[src/rtl/sampletest_arbiter_if.sv]
// Lane-side and datapath-side signals of the sampletest arbiter.
// The arbiter connects through the slave modport; whatever drives the lane
// requests and models the shared sampletest unit uses the master modport.
interface sampletest_arbiter_if #(
    parameter int SIGFIG = 24,
    parameter int VERTS  = 3,
    parameter int AXIS   = 3,
    parameter int COLORS = 3
);

    // Per-lane requests from the two sample iterators
    logic signed [1:0][VERTS-1:0][AXIS-1:0][SIGFIG-1:0] tri_req_R16S;
    logic        [1:0][COLORS-1:0][SIGFIG-1:0]          color_req_R16U;
    logic signed [1:0][1:0][SIGFIG-1:0]                 sample_req_R16S;
    logic        [1:0]                                  validSamp_req_R16H;
    logic        [1:0]                                  halt_req_R16H;
    logic        [1:0]                                  busy_R16H;

    // Granted lane muxed into the shared sampletest unit
    logic signed [VERTS-1:0][AXIS-1:0][SIGFIG-1:0]      tri_R16S;
    logic        [COLORS-1:0][SIGFIG-1:0]               color_R16U;
    logic signed [1:0][SIGFIG-1:0]                      sample_R16S;
    logic                                               validSamp_R16H;

    // Hit result coming back and its steering
    logic                                               hit_valid_R18H;
    logic        [1:0]                                  hit_valid_lane_R18H;
    logic                                               tag_valid_R18H;
    logic                                               tag_R18U;

    modport slave (
        input  tri_req_R16S,
        input  color_req_R16U,
        input  sample_req_R16S,
        input  validSamp_req_R16H,
        input  hit_valid_R18H,
        output halt_req_R16H,
        output busy_R16H,
        output tri_R16S,
        output color_R16U,
        output sample_R16S,
        output validSamp_R16H,
        output hit_valid_lane_R18H,
        output tag_valid_R18H,
        output tag_R18U
    );

    modport master (
        output tri_req_R16S,
        output color_req_R16U,
        output sample_req_R16S,
        output validSamp_req_R16H,
        output hit_valid_R18H,
        input  halt_req_R16H,
        input  busy_R16H,
        input  tri_R16S,
        input  color_R16U,
        input  sample_R16S,
        input  validSamp_R16H,
        input  hit_valid_lane_R18H,
        input  tag_valid_R18H,
        input  tag_R18U
    );

endinterface

[src/rtl/sampletest_arbiter.sv]
// Two-lane round-robin arbiter in front of one shared sampletest datapath.
// A {valid, lane} tag rides a PIPE_DEPTH-deep shadow pipe alongside the
// shared unit so each R18 hit is steered back to the lane that issued it.
// Per-lane in-flight counters tell each iterator when its samples drained.
module sampletest_arbiter #(
    parameter int SIGFIG     = 24,
    parameter int RADIX      = 10,
    parameter int VERTS      = 3,
    parameter int AXIS       = 3,
    parameter int COLORS     = 3,
    parameter int PIPE_DEPTH = 2
) (
    input logic                 clk,
    input logic                 rst,
    sampletest_arbiter_if.slave bus
);

    localparam int cnt_width = $clog2(PIPE_DEPTH + 1);

    typedef logic signed [VERTS-1:0][AXIS-1:0][SIGFIG-1:0] tri_t;
    typedef logic        [COLORS-1:0][SIGFIG-1:0]          color_t;
    typedef logic signed [1:0][SIGFIG-1:0]                 sample_t;

    // Reject parameter sets the shared datapath cannot use
    if (PIPE_DEPTH < 1) begin : g_bad_depth
        $error("sampletest_arbiter: PIPE_DEPTH must be at least 1");
    end
    if (RADIX < 0 || RADIX >= SIGFIG) begin : g_bad_radix
        $error("sampletest_arbiter: RADIX must lie in 0..SIGFIG-1");
    end

    // Arbitration
    logic [1:0] req;
    logic [1:0] grant;
    logic       any_grant;
    logic       grant_lane;
    logic       ptr_q;
    logic       ptr_d;

    // Shadow tag pipe; stage 0 is loaded at R16, the last stage is R18
    logic [PIPE_DEPTH-1:0] tag_valid_q;
    logic [PIPE_DEPTH-1:0] tag_valid_d;
    logic [PIPE_DEPTH-1:0] tag_lane_q;
    logic [PIPE_DEPTH-1:0] tag_lane_d;
    logic                  exit_valid;
    logic                  exit_lane;

    // In-flight accounting
    logic [1:0][cnt_width-1:0] cnt_q;
    logic [1:0][cnt_width-1:0] cnt_d;
    logic [1:0]                cnt_inc;
    logic [1:0]                cnt_dec;

    // Selected lane payload
    tri_t    tri_sel;
    color_t  color_sel;
    sample_t sample_sel;

    assign req        = bus.validSamp_req_R16H;
    assign any_grant  = |grant;
    assign grant_lane = grant[1];
    assign exit_valid = tag_valid_q[PIPE_DEPTH-1];
    assign exit_lane  = tag_lane_q[PIPE_DEPTH-1];

    // Round-robin grant: a lone requester wins outright, a tie goes to ptr_q
    always_comb begin
        grant = 2'b00;
        unique case (req)
            2'b01:   grant = 2'b01;
            2'b10:   grant = 2'b10;
            2'b11:   grant = ptr_q ? 2'b10 : 2'b01;
            default: grant = 2'b00;
        endcase
    end

    // Pointer moves to the loser of this cycle only when someone was granted
    always_comb begin
        ptr_d = ptr_q;
        if (any_grant) begin
            ptr_d = ~grant_lane;
        end
    end

    // Lane-facing handshake: a requesting lane that lost must hold its inputs
    always_comb begin
        bus.halt_req_R16H = req & ~grant;
        for (int i = 0; i < 2; i++) begin
            bus.busy_R16H[i] = req[i] | (cnt_q[i] != '0);
        end
    end

    // Payload mux; with no grant lane 0 is passed through to keep the mux simple
    always_comb begin
        tri_sel            = bus.tri_req_R16S[grant_lane];
        color_sel          = bus.color_req_R16U[grant_lane];
        sample_sel         = bus.sample_req_R16S[grant_lane];
        bus.tri_R16S       = tri_sel;
        bus.color_R16U     = color_sel;
        bus.sample_R16S    = sample_sel;
        bus.validSamp_R16H = any_grant;
    end

    // Tag pipe next state: load this cycle's grant, shift the rest, never stall
    always_comb begin
        tag_valid_d    = tag_valid_q;
        tag_lane_d     = tag_lane_q;
        tag_valid_d[0] = any_grant;
        tag_lane_d[0]  = grant_lane;
        for (int s = 1; s < PIPE_DEPTH; s++) begin
            tag_valid_d[s] = tag_valid_q[s-1];
            tag_lane_d[s]  = tag_lane_q[s-1];
        end
    end

    // Hit steering; a hit with no live tag has no owner and is dropped
    always_comb begin
        bus.hit_valid_lane_R18H    = 2'b00;
        bus.hit_valid_lane_R18H[0] = bus.hit_valid_R18H & exit_valid & ~exit_lane;
        bus.hit_valid_lane_R18H[1] = bus.hit_valid_R18H & exit_valid & exit_lane;
        bus.tag_valid_R18H         = exit_valid;
        bus.tag_R18U               = exit_lane;
    end

    assign cnt_inc = grant;
    assign cnt_dec = {exit_valid & exit_lane, exit_valid & ~exit_lane};

    // In-flight counters: entry and exit in the same cycle cancel out
    always_comb begin
        cnt_d = cnt_q;
        for (int i = 0; i < 2; i++) begin
            if (cnt_inc[i] && !cnt_dec[i]) begin
                cnt_d[i] = cnt_q[i] + cnt_width'(1);
            end else if (!cnt_inc[i] && cnt_dec[i]) begin
                cnt_d[i] = cnt_q[i] - cnt_width'(1);
            end
        end
    end

    // State registers; reset discards every in-flight tag immediately
    always_ff @(posedge clk or posedge rst) begin
        if (rst) begin
            ptr_q       <= 1'b0;
            tag_valid_q <= '0;
            tag_lane_q  <= '0;
            cnt_q       <= '0;
        end else begin
            ptr_q       <= ptr_d;
            tag_valid_q <= tag_valid_d;
            tag_lane_q  <= tag_lane_d;
            cnt_q       <= cnt_d;
        end
    end

    // Invariants: one grant at most, counters stay within the pipe depth
    assert property (@(posedge clk) disable iff (rst) $onehot0(grant));
    assert property (@(posedge clk) disable iff (rst) (grant & ~req) == 2'b00);

    for (genvar i = 0; i < 2; i++) begin : g_cnt_chk
        assert property (@(posedge clk) disable iff (rst)
            cnt_q[i] <= cnt_width'(PIPE_DEPTH));
        assert property (@(posedge clk) disable iff (rst)
            !(cnt_q[i] == '0 && cnt_dec[i] && !cnt_inc[i]));
    end

endmodule

[src/flat_wrapper.sv]
// flat-port wrapper written by rule: the top's interface ports become plain ports
module sampletest_arbiter_flat 
#(
    parameter int SIGFIG     = 24,
    parameter int RADIX      = 10,
    parameter int VERTS      = 3,
    parameter int AXIS       = 3,
    parameter int COLORS     = 3,
    parameter int PIPE_DEPTH = 2
)
  (clk, rst, bus_tri_req_R16S, bus_color_req_R16U, bus_sample_req_R16S, bus_validSamp_req_R16H, bus_hit_valid_R18H, bus_halt_req_R16H, bus_busy_R16H, bus_tri_R16S, bus_color_R16U, bus_sample_R16S, bus_validSamp_R16H, bus_hit_valid_lane_R18H, bus_tag_valid_R18H, bus_tag_R18U);
  sampletest_arbiter_if #(.SIGFIG(SIGFIG), .VERTS(VERTS), .AXIS(AXIS), .COLORS(COLORS)) bus_i ();
  input logic clk;
  input logic rst;
  input wire logic [$bits(bus_i.tri_req_R16S)-1:0] bus_tri_req_R16S;
  input wire logic [$bits(bus_i.color_req_R16U)-1:0] bus_color_req_R16U;
  input wire logic [$bits(bus_i.sample_req_R16S)-1:0] bus_sample_req_R16S;
  input wire logic [$bits(bus_i.validSamp_req_R16H)-1:0] bus_validSamp_req_R16H;
  input wire logic [$bits(bus_i.hit_valid_R18H)-1:0] bus_hit_valid_R18H;
  output wire logic [$bits(bus_i.halt_req_R16H)-1:0] bus_halt_req_R16H;
  output wire logic [$bits(bus_i.busy_R16H)-1:0] bus_busy_R16H;
  output wire logic [$bits(bus_i.tri_R16S)-1:0] bus_tri_R16S;
  output wire logic [$bits(bus_i.color_R16U)-1:0] bus_color_R16U;
  output wire logic [$bits(bus_i.sample_R16S)-1:0] bus_sample_R16S;
  output wire logic [$bits(bus_i.validSamp_R16H)-1:0] bus_validSamp_R16H;
  output wire logic [$bits(bus_i.hit_valid_lane_R18H)-1:0] bus_hit_valid_lane_R18H;
  output wire logic [$bits(bus_i.tag_valid_R18H)-1:0] bus_tag_valid_R18H;
  output wire logic [$bits(bus_i.tag_R18U)-1:0] bus_tag_R18U;
  assign bus_i.tri_req_R16S = bus_tri_req_R16S;
  assign bus_i.color_req_R16U = bus_color_req_R16U;
  assign bus_i.sample_req_R16S = bus_sample_req_R16S;
  assign bus_i.validSamp_req_R16H = bus_validSamp_req_R16H;
  assign bus_i.hit_valid_R18H = bus_hit_valid_R18H;
  assign bus_halt_req_R16H = bus_i.halt_req_R16H;
  assign bus_busy_R16H = bus_i.busy_R16H;
  assign bus_tri_R16S = bus_i.tri_R16S;
  assign bus_color_R16U = bus_i.color_R16U;
  assign bus_sample_R16S = bus_i.sample_R16S;
  assign bus_validSamp_R16H = bus_i.validSamp_R16H;
  assign bus_hit_valid_lane_R18H = bus_i.hit_valid_lane_R18H;
  assign bus_tag_valid_R18H = bus_i.tag_valid_R18H;
  assign bus_tag_R18U = bus_i.tag_R18U;
  sampletest_arbiter #(.SIGFIG(SIGFIG), .RADIX(RADIX), .VERTS(VERTS), .AXIS(AXIS), .COLORS(COLORS), .PIPE_DEPTH(PIPE_DEPTH)) u_core (.clk(clk), .rst(rst), .bus(bus_i));
endmodule
[config.mk]
export PLATFORM = sky130hd
export DESIGN_NAME = sampletest_arbiter_flat
export DESIGN_NICKNAME = d
export VERILOG_FILES = /design/src/rtl/sampletest_arbiter_if.sv /design/src/rtl/sampletest_arbiter.sv /design/src/flat_wrapper.sv
export SDC_FILE = /design/constraint.sdc
export NUM_CORES = 1
export LEC_CHECK = 0
export ABC_AREA = 1
export BUFFER_PORTS_ARGS = -buffer_cell sky130_fd_sc_hd__buf_4
export CAP_MARGIN = 20
export CORE_AREA = 2 2 401 403
export DETAILED_ROUTE_END_ITERATION = 8
export DIE_AREA = 0 0 403 405
export GPL_TIMING_DRIVEN = 0
export PLACE_DENSITY = 0.3
export SLEW_MARGIN = 20
export SYNTH_ARGS = -nofsm -noshare
export SYNTH_HDL_FRONTEND = slang
export SYNTH_SLANG_ARGS = --single-unit
[constraint.sdc]
create_clock -name clk -period 2.64 [get_ports clk]
set_input_delay 0 -clock clk [delete_from_list [all_inputs] [get_ports clk]]
set_output_delay 0 -clock clk [all_outputs]
set_load 0.01 [all_outputs]
==> summary.md, run 1 <==
| Metric | Value |
|---|---|
| Multi-input combinational cell area | `3956 µm²` |
| Leakage Power | `8.465 nW` |
| Slew headroom | `0.4773` |
| WL per Instance | `25.45 µm` |
| Most common cell after layout, fill and taps aside | `buf_4` |
| Final Cycle Share | `0.9045` |
| Clk Latency, worst-skew pair | `0.23 ns` |
| Area after DPL | `14890 µm²` |
| Routability cong. | `0.8628` |
| PortBufs | `1021` |
| CTS root buffer | `clkbuf_16` |
| Startpoint types | `flop` |
| # rows | `147` |
| Synth Instances | `1134` |
| Layout cells sized above 1 | `0.5097` |
| CTS HTree Levels | `1` |
| Routed via count | `11.34k` |
| Initial antenna violation count | `82` |
| Final Critical Period | `2.388 ns` |
| Clock Pin Slew Worst Setup and Hold Paths | `0.04 ns` |
| Syn_nets | `1813` |
| Inst Count DP | `4241` |
| Outcome | `completed` |
| Grt ovf | `0` |
| Initial Util | `0.02896` |
| Top cell type by total area after synthesis | `nand2_1` |
| IO Pins | `1022` |
| First DRT Iteration DRCs | `529` |
| Chip width | `403 µm` |
| RSZ-0062 raised after global routing | `false` |
| Yosys reg bits | `9` |
| Final setup margin | `0.2521 ns` |
| Post-Route Setup TNS | `0 ns` |
| Place WS | `-0.4325 ns` |
| Crit-path cells | `inv_1, a21oi_2, buf_2, buf_2, nand2_1, nand2_1, buf_4` |
| CP endpoint kind | `output pin` |
| Worst path bufs/invs | `4` |
| CP Max Fanout | `10` |
| Mean area per synthesized cell | `4.068 µm²` |
| Final Instance Count excl. Fillers | `4263` |
| CP arrival | `2.39 ns` |
| Yosys top cell area share | `0.8291` |
| Yosys warns | `0` |
| Final ANT Viol Nets | `0` |
| Max Slew Vio Count | `0` |
| Sequential cell area | `225.2 µm²` |
| First-pass DRT Iterations | `5` |
| # setup viols final | `0` |
| Final Cell Area | `15050 µm²` |
| Synth area leaders | `nand2_1 (83%), buf_2 (6.6%), dfrtp_1 (4.9%)` |
| CTS tree | `yes` |
| Die Ht | `405 µm` |
| # DRC | `0` |
| WL final | `108500 µm` |
| Maximum root-to-sink buffer count | `2` |
| Tightest Pin Transition | `0.7840 ns` |
| Crit-path leading delay family | `buffers and inverters` |
| Final setup skew | `0.0006723 ns` |
| CP max-delay cell | `buf_2` |
| Hold Violations, Final | `0` |
| CP Class | `reg -> out` |
| Die area | `163200 µm²` |
| Post-Syn Area | `4613 µm²` |
| Num CTS Buffers | `3` |
| Yosys cell types | `16` |
| Max-cap violations | `0` |
| Commonest non-fill, non-tap cells in the layout | `buf_4 (1033), nand2_1 (1017), buf_2 (57)` |
| Pin count of the biggest net entering global routing | `12` |
| HPWL Detailed | `101800 µm` |
| Worst hold path type | `in -> reg` |
| Worst path max stage delay | `0.42 ns` |
| Fillers | `19.05k` |
| Core area | `159300 µm²` |
| GRT Total Usage | `0.1243` |
| Pwr/cell area | `268.2 nW/µm²` |
| Clock Sinks | `9` |
| Post-synthesis sequential area ratio | `0.04882` |
| Area Growth Syn to Fin | `226.3%` |
| Peak supply drop | `0.0002296 V` |
| Vias in the first global route | `11.07k` |
| Drt via density | `2.659` |
| Upper clock frequency limit | `418.8 MHz` |
| Worst Path Required | `2.64 ns` |
| Global-route wire length before repair | `127300 µm` |
| Fin nets | `2840` |
## layout make-up
type                    instances  area share
diodes                         17    0.002826
flip-flops and latches          9     0.01496
multi-input cells            1037      0.2628
inverters                      14    0.003491
clock buffers                   4    0.005236
plain buffers                  74     0.02743
repair buffers               1022      0.5098
well taps                    2086      0.1734
## registers in the layout (all words and copies together), names as in the netlist
signal,count
u_core.tag_valid_q,2
u_core.cnt_q,4
u_core.ptr_q,1
u_core.tag_lane_q,2
## worst paths after layout
check / depth (start not counted) / endpoint / start / slack (ns)
hold / removal: 3 / u_core.tag_valid_q[0] / bus_validSamp_req_R16H[0] / 0.07
setup reg to reg: 8 / u_core.cnt_q[3] / u_core.ptr_q / 0.62
max in group asynchronous: 3 / u_core.tag_lane_q[1] / rst / 2.00
min in group asynchronous: 3 / u_core.tag_valid_q[1] / rst / 0.36
setup / recovery: 7 / bus_tri_R16S[104] / u_core.ptr_q / 0.25
hold reg to reg: 0 / u_core.tag_valid_q[1] / u_core.tag_valid_q[0] / 0.35
## logic make-up (layout without fill, tap and decap cells)
logic type / count (synthesis) / after routing / synth area share
adders and majority gates: 2 / 2 / 0.005424
and+or+nand+nor: 1029 / 1029 / 0.8397
DFF: 9 / 9 / 0.04882
AOI/OAI and AO/OA: 4 / 4 / 0.005153
other: 0 / 17 / 0
buffers and inverters: 88 / 1114 / 0.09710
xor gates and xnor gates: 2 / 2 / 0.003798
## stage by stage
| stage | hold WS (ns) | utilization | power [mW] |
|---|---|---|---|
| finish | 0.07344 | 0.09451 | 4.037 |
| global route | 0.08671 | 0.09438 | 4.414 |
| CTS | 0.07652 | 0.09420 | 4.199 |
| detailed placement | 0.01848 | 0.09347 | 3.906 |
| global placement | 0.01792 | 0.09347 | 3.912 |
| floorplan | -0.1721 | - | 1.277 |
## routing by layer
| metal | up-vias | part of all wire | global-route usage |
|---|---|---|---|
| met5 | - | 0.00021 | 0 |
| met4 | 4 | 0.041 | 0.04324 |
| met3 | 160 | 0.12 | 0.06399 |
| met2 | 692 | 0.56 | 0.2492 |
| met1 | 5063 | 0.28 | 0.1015 |
| li1 | 5418 | - | - |
## Yosys cell counts
cell type  instances
buf_4             11
ha_1               2
inv_2              1
buf_2             61
o21ai_1            1
clkbuf_1           2
inv_1             13
a21oi_2            1
nor3_1             1
nand3_1            4
nand4_1            2
xnor2_1            2
dfrtp_1            9
nor2_1             3
nand2_1         1019
a21oi_1            2
## where the power goes
group          switching [mW]  internal (mW)  leakage [nW]
logic                    1.98           1.59          8.32
registers              0.0291          0.176         0.105
clock network          0.0626          0.202        0.0383
## tightest hold or removal path, cell delays in order
cell and delay, ns:
buf_4 0.10, inv_2 0.07, nand2_1 0.09
## timing repair
action / 4_1_cts / 5_1_grt
hold buffers: 1 / 0
resized for setup: 8 / 2
endpoints found under the setup margin: 184 / 2
setup buffers: 0 / 0
gates cloned: 0 / 0
hold endpoints to repair: 9 / 0
(Power assumes the default switching activity.)
==> run 2, diff against run 1 <==
--- a/config.mk
+++ b/config.mk
@@ -15,2 +15,3 @@
 export PLACE_DENSITY = 0.3
+export SETUP_SLACK_MARGIN = 0.1
 export SLEW_MARGIN = 20
==> constraint.sdc (replaced) <==
create_clock -name clk -period 2.64 [get_ports clk]
set_input_delay 0.264 -clock clk [delete_from_list [all_inputs] [get_ports clk]]
set_output_delay 0.264 -clock clk [all_outputs]
set_load 0.01 [all_outputs]
==> run 2 against run 1 <==
Against the previous run: sequential cell count stayed put; global-route usage barely moved; final cell count barely moved; largest cell class unchanged; largest power group unchanged; highest routed layer unchanged.
==> summary.md, run 2 (synthesis results as in run 1) <==
| Metric | Value |
|---|---|
| Fillers | `19.05k (-0.0052%)` |
| Peak supply drop | `0.0002297 V (about the same)` |
| Hold Violations, Final | `0 (unchanged)` |
| CP endpoint kind | `output pin` |
| Final setup margin | `0.1990 ns (-0.05319 ns)` |
| Final Cell Area | `15140 µm² (+0.57%)` |
| IO Pins | `1022 (unchanged)` |
| Initial Util | `0.02896 (unchanged)` |
| CP Class | `reg -> out` |
| Clk Latency, worst-skew pair | `0.23 ns (about the same)` |
| Max Slew Vio Count | `0 (unchanged)` |
| Routability cong. | `0.8628 (unchanged)` |
| Final hold slack | `0.02191 ns (-0.05153 ns)` |
| GRT Total Usage | `0.1243 (about the same)` |
| Final Instance Count excl. Fillers | `4265 (+0.047%)` |
| CP arrival | `2.18 ns (-0.21 ns)` |
| Most flop-heavy register | `u_core.cnt_q` |
| WL per Instance | `25.44 µm (about the same)` |
| Layout cells sized above 1 | `0.5113 (+0.001615)` |
| Clock Sinks | `9 (unchanged)` |
| Max-cap violations | `0 (unchanged)` |
| Final Cycle Share | `0.9246 (+0.02015)` |
| Post-Route Setup TNS | `0 ns (unchanged)` |
| Final core occ | `0.09504 (+0.0005342)` |
| Hold Buf Count CTS | `0 (-1)` |
| Chip width | `403 µm (unchanged)` |
| Worst Path Required | `2.38 ns (-0.26 ns)` |
| RSZ-0062 raised after global routing | `false` |
| Initial antenna violation count | `83 (+1.2%)` |
| FF-to-FF End | `u_core.cnt_q[3]` |
| Place WS | `-0.7410 ns (-0.3084 ns)` |
| CTS tree | `yes` |
| Tightest Pin Transition | `0.5364 ns (-0.2476 ns)` |
| Worst path bufs/invs | `5 (+1)` |
| First DRT Iteration DRCs | `551 (+4.2%)` |
| CP Max Fanout | `10 (unchanged)` |
| Largest registers | `u_core.cnt_q x4, u_core.tag_lane_q x2, u_core.tag_valid_q x2` |
| Grt ovf | `0 (unchanged)` |
| CP max-delay cell | `dfrtp_1` |
| PortBufs | `1021 (unchanged)` |
| HPWL Detailed | `101800 µm (unchanged)` |
| Startpoint types | `flop` |
| Reg2Reg Setup Slack | `0.71 ns (+0.09 ns)` |
| Leakage Power | `8.497 nW (+0.39%)` |
| # DRC | `0 (unchanged)` |
| Area after DPL | `14890 µm² (unchanged)` |
| Vias in the first global route | `11.07k (-0.054%)` |
| Die area | `163200 µm² (unchanged)` |
| Worst path max stage delay | `0.41 ns (about the same)` |
| Worst hold path type | `in -> async` |
| Global-route wire length before repair | `127200 µm (about the same)` |
| Core area | `159300 µm² (unchanged)` |
| Top cell by count, worst path | `buf_4` |
| CTS root buffer | `clkbuf_16` |
| Routed via count | `11.39k (+0.47%)` |
| Crit-path cells | `o21ai_4, buf_12, buf_12, buf_4, buf_4, nand2_1, nand2_1, buf_4` |
| Fin nets | `2841 (+0.035%)` |
| # setup viols final | `0 (unchanged)` |
| Die Ht | `405 µm (unchanged)` |
| CTS HTree Levels | `1 (unchanged)` |
| Pwr/cell area | `268.0 nW/µm² (about the same)` |
| Num CTS Buffers | `3 (unchanged)` |
| Slew headroom | `0.6397 (+0.1623)` |
| Final Total Pwr | `4.057 mW (+0.50%)` |
| Final ANT Viol Nets | `0 (unchanged)` |
| Final Critical Period | `2.441 ns (+0.05319 ns)` |
| Max reg flops | `4 (unchanged)` |
| Reg2Reg Depth | `9 (+1)` |
| Most common cell after layout, fill and taps aside | `buf_4` |
| Area Growth Syn to Fin | `228.2%` |
| Final setup skew | `0.0009033 ns (+0.0002310 ns)` |
| # rows | `147 (unchanged)` |
| First-pass DRT Iterations | `5 (unchanged)` |
| R2R Path Start | `u_core.ptr_q` |
| Clock Pin Slew Worst Setup and Hold Paths | `0.04 ns (about the same)` |
| Crit-path leading delay family | `buffers and inverters` |
| Drt via density | `2.671 (+0.42%)` |
| Outcome | `completed` |
| WL final | `108500 µm (about the same)` |
| Inst Count DP | `4241 (unchanged)` |
| Pin count of the biggest net entering global routing | `12 (unchanged)` |
| Commonest non-fill, non-tap cells in the layout | `buf_4 (1041), nand2_1 (1016), buf_2 (47)` |
| Upper clock frequency limit | `409.7 MHz (-2.2%)` |
| Maximum root-to-sink buffer count | `2 (unchanged)` |
run 2: what timing repair did:
item / 4_1_cts / 5_1_grt
hold endpoints to repair: 0 / 0
setup buffers: 0 / 2
endpoints found under the setup margin: 330 / 13
pin swaps: 1 / 2
gates resized for setup: 25 / 2
run 2: area by class of cell:
cell class                 instances  area, µm²  share of cell area
antenna                           18      45.04            0.002975
buffer                            74      455.4             0.03009
clock buffer                       4      78.83            0.005207
inverter                          14      52.55            0.003471
multi-input combinational       1037       3966              0.2620
sequential                         9      225.2             0.01488
tap                             2086       2610              0.1724
timing repair buffer            1023       7705              0.5090
run 2: how the worst max path moves through the flow:
stage,startpoint,to,cells after the start
CTS,u_core.ptr_q,bus_tri_R16S[76],7
detailed placement,bus_validSamp_req_R16H[0],bus_sample_R16S[43],8
floorplan,u_core.ptr_q,u_core.cnt_q[3],8
finish,u_core.ptr_q,bus_tri_R16S[91],8
global placement,bus_validSamp_req_R16H[0],bus_sample_R16S[43],8
global route,u_core.ptr_q,bus_tri_R16S[76],8
run 2: power breakdown:
part	total, mW	switching [mW]	internal (mW)	leakage (nW)
Sequential	0.205	0.0286	0.176	0.105
Combinational	3.59	1.98	1.61	8.35
Clock	0.265	0.0631	0.202	0.0383
Total	4.06	2.07	1.99	8.50
run 2: routing by layer:
metal  GRT usage  share of wire
met3     0.06419           0.13
met1      0.1013           0.27
met4     0.04324          0.043
met5           0        0.00021
met2      0.2492           0.56
==> run 3, diff against run 2 <==
--- a/constraint.sdc
+++ b/constraint.sdc
@@ -3,2 +3,2 @@
 set_output_delay 0.264 -clock clk [all_outputs]
-set_load 0.01 [all_outputs]
+set_load 0.05 [all_outputs]
==> run 3 against run 2 <==
Against the previous run: clock power about the same; sequential cell count stayed put; maximum frequency is 1.1% lower; critical endpoint is now bus_tri_R16S[168]; setup slack worse by 0.028 ns; register-to-register slack improved by 0.18 ns; sequential power about the same; clock skew barely moved; die area unchanged; sequential share of layout area barely moved; core utilization hardly changed; clock-buffer cell count stayed put; critical path type unchanged; global-route usage barely moved.
==> summary.md, run 3 (synthesis results as in run 1) <==
| Metric | Value |
|---|---|
| FF-to-FF End | `u_core.cnt_q[3]` |
| Reg2Reg Setup Slack | `0.89 ns (+0.18 ns)` |
| Startpoint types | `flop` |
| CP Class | `reg -> out` |
| Pin count of the biggest net entering global routing | `12 (unchanged)` |
| Max-cap violations | `0 (unchanged)` |
| Final Total Pwr | `5.703 mW (+41%)` |
| Final setup skew | `0.0007661 ns (-0.0001373 ns)` |
| Commonest non-fill, non-tap cells in the layout | `buf_4 (1041), nand2_1 (1016), buf_2 (45)` |
| Crit-path cells | `inv_1, a21oi_4, buf_12, buf_4, buf_2, nand2_1, nand2_1, buf_4` |
| CP max-delay cell | `dfrtp_1` |
| R2R Path Start | `u_core.ptr_q` |
| CTS tree | `yes` |
| Clk Latency, worst-skew pair | `0.23 ns (about the same)` |
| Final ANT Viol Nets | `0 (unchanged)` |
| Switching Share | `0.6460 (+0.1353)` |
| Routability cong. | `0.8628 (unchanged)` |
| Max Slew Vio Count | `0 (unchanged)` |
| # DRC | `0 (unchanged)` |
| Grt ovf | `0 (unchanged)` |
| Max reg flops | `4 (unchanged)` |
| Initial Util | `0.02896 (unchanged)` |
| Leakage Power | `8.506 nW (about the same)` |
| Slew headroom | `0.6405 (+0.0008450)` |
| Tightest Pin Transition | `0.5351 ns (-0.001258 ns)` |
| Reg2Reg Depth | `9 (unchanged)` |
| Initial antenna violation count | `83 (unchanged)` |
| Worst hold path type | `in -> async` |
| Post-Route Setup TNS | `0 ns (unchanged)` |
| CP Max Fanout | `10 (unchanged)` |
| Layout cells sized above 1 | `0.5118 (about the same)` |
| GRT Total Usage | `0.1244 (about the same)` |
| Clock Sinks | `9 (unchanged)` |
| Maximum root-to-sink buffer count | `2 (unchanged)` |
| Inst Count DP | `4241 (unchanged)` |
| PortBufs | `1021 (unchanged)` |
| # rows | `147 (unchanged)` |
| Peak supply drop | `0.0002318 V (+0.91%)` |
| HPWL Detailed | `101800 µm (unchanged)` |
| Int Power | `2.019 mW (+1.7%)` |
| Final Instance Count excl. Fillers | `4267 (+0.047%)` |
| CP arrival | `2.21 ns (+0.03 ns)` |
| Global-route wire length before repair | `127300 µm (about the same)` |
| WL final | `108500 µm (about the same)` |
| Clock Pin Slew Worst Setup and Hold Paths | `0.04 ns (about the same)` |
| Drt via density | `2.664 (-0.25%)` |
| Combinational share of power | `0.918 (+0.034)` |
| Final Cycle Share | `0.9353 (+0.01063)` |
| Sw power | `3.684 mW (+78%)` |
| Largest registers | `u_core.cnt_q x4, u_core.tag_lane_q x2, u_core.tag_valid_q x2` |
| Area Growth Syn to Fin | `228.6%` |
| Worst Path Required | `2.38 ns (about the same)` |
| Most common cell after layout, fill and taps aside | `buf_4` |
| Fin nets | `2841 (unchanged)` |
| Hold Violations, Final | `0 (unchanged)` |
| Sequential power share | `0.036 (-0.014)` |
| Worst path max stage delay | `0.40 ns (about the same)` |
| Upper clock frequency limit | `405.0 MHz (-1.1%)` |
| Die Ht | `405 µm (unchanged)` |
| First DRT Iteration DRCs | `494 (-10%)` |
| Die area | `163200 µm² (unchanged)` |
| Clock power share | `0.046 (-0.019)` |
| Core area | `159300 µm² (unchanged)` |
| Most flop-heavy register | `u_core.cnt_q` |
| Final hold slack | `0.02279 ns (+0.0008834 ns)` |
| Final core occ | `0.09518 (+0.0001414)` |
| First-pass DRT Iterations | `5 (unchanged)` |
| Final Critical Period | `2.469 ns (+0.02807 ns)` |
| Chip width | `403 µm (unchanged)` |
| Pwr/cell area | `376.2 nW/µm² (+40%)` |
| Outcome | `completed` |
| Num CTS Buffers | `3 (unchanged)` |
| RSZ-0062 raised after global routing | `true` |
| CTS HTree Levels | `1 (unchanged)` |
| CTS root buffer | `clkbuf_16` |
| # setup viols final | `0 (unchanged)` |
| CP endpoint kind | `output pin` |
| Routed via count | `11.37k (-0.20%)` |
| Vias in the first global route | `11.10k (+0.33%)` |
| IO Pins | `1022 (unchanged)` |
| WL per Instance | `25.42 µm (about the same)` |
[run 3: changes by cell type in the layout (fill, tap and decap cells not counted), sizes merged]
cell,previous run,this run
buf,1093,1094
diode,18,20
clkbuf,8,7
[run 3: area by class of cell]
type / instances / area (µm²)
fill: 19052 / 144100
timing repair buffer: 1023 / 7712
multi-input combinational: 1037 / 3966
tap: 2086 / 2610
buffer: 74 / 465.4
sequential: 9 / 225.2
clock buffer: 4 / 78.83
inverter: 14 / 52.55
antenna: 20 / 50.05
[run 3: repair_timing]
item | 4_1_cts | 5_1_grt
hold buffers | 0 | 0
setup buffers | 2 | 0
gates resized for setup | 28 | 6
pin swaps | 2 | 0
endpoints found under the setup margin | 331 | 9
[run 3: how the worst max path moves through the flow]
stage / slack, ns / end / cells past startpoint / from
6_report: 0.17 / bus_tri_R16S[168] / 8 / u_core.ptr_q
5_1_grt: 0.08 / bus_tri_R16S[76] / 8 / u_core.ptr_q
4_1_cts: 0.07 / bus_tri_R16S[76] / 8 / u_core.ptr_q
3_5_place_dp: -0.82 / bus_sample_R16S[43] / 8 / bus_validSamp_req_R16H[0]
3_3_place_gp: -0.85 / bus_sample_R16S[43] / 8 / bus_validSamp_req_R16H[0]
2_1_floorplan: 0.87 / bus_halt_req_R16H[0] / 2 / u_core.ptr_q
[run 3: power by group through the flow]
stage                     logic (mW)  registers [mW]  clock network, mW
after CTS                       5.39           0.205              0.268
after floorplan                 2.67           0.205                  0
after detailed placement        5.34           0.205                  0
after global placement          5.34           0.205                  0
after global routing            5.59           0.212              0.280
final                           5.23           0.205              0.265
[run 3: critical path, delay by kind of cell (launching register included)]
family                 cells  cell delay [ns]
AOI/OAI and AO/OA          1             0.18
buffers and inverters      5             1.01
DFF                        1             0.40
and+or+nand+nor            2             0.33
[run 3: routing by layer]
metal	up-vias	GRT usage	wire, µm
met3	154	0.06426	13590
li1	5421	-	-
met5	-	0	23
met2	710	0.2475	60520
met1	5078	0.1013	29860
met4	4	0.04737	4483
[run 3: through the flow]
step	area, µm²	setup WS (ns)
6_report	15160	0.1709
5_1_grt	15140	0.08203
4_1_cts	15100	0.07458
3_5_place_dp	14890	-0.8183
3_3_place_gp	14890	-0.8508
2_1_floorplan	4613	0.8689
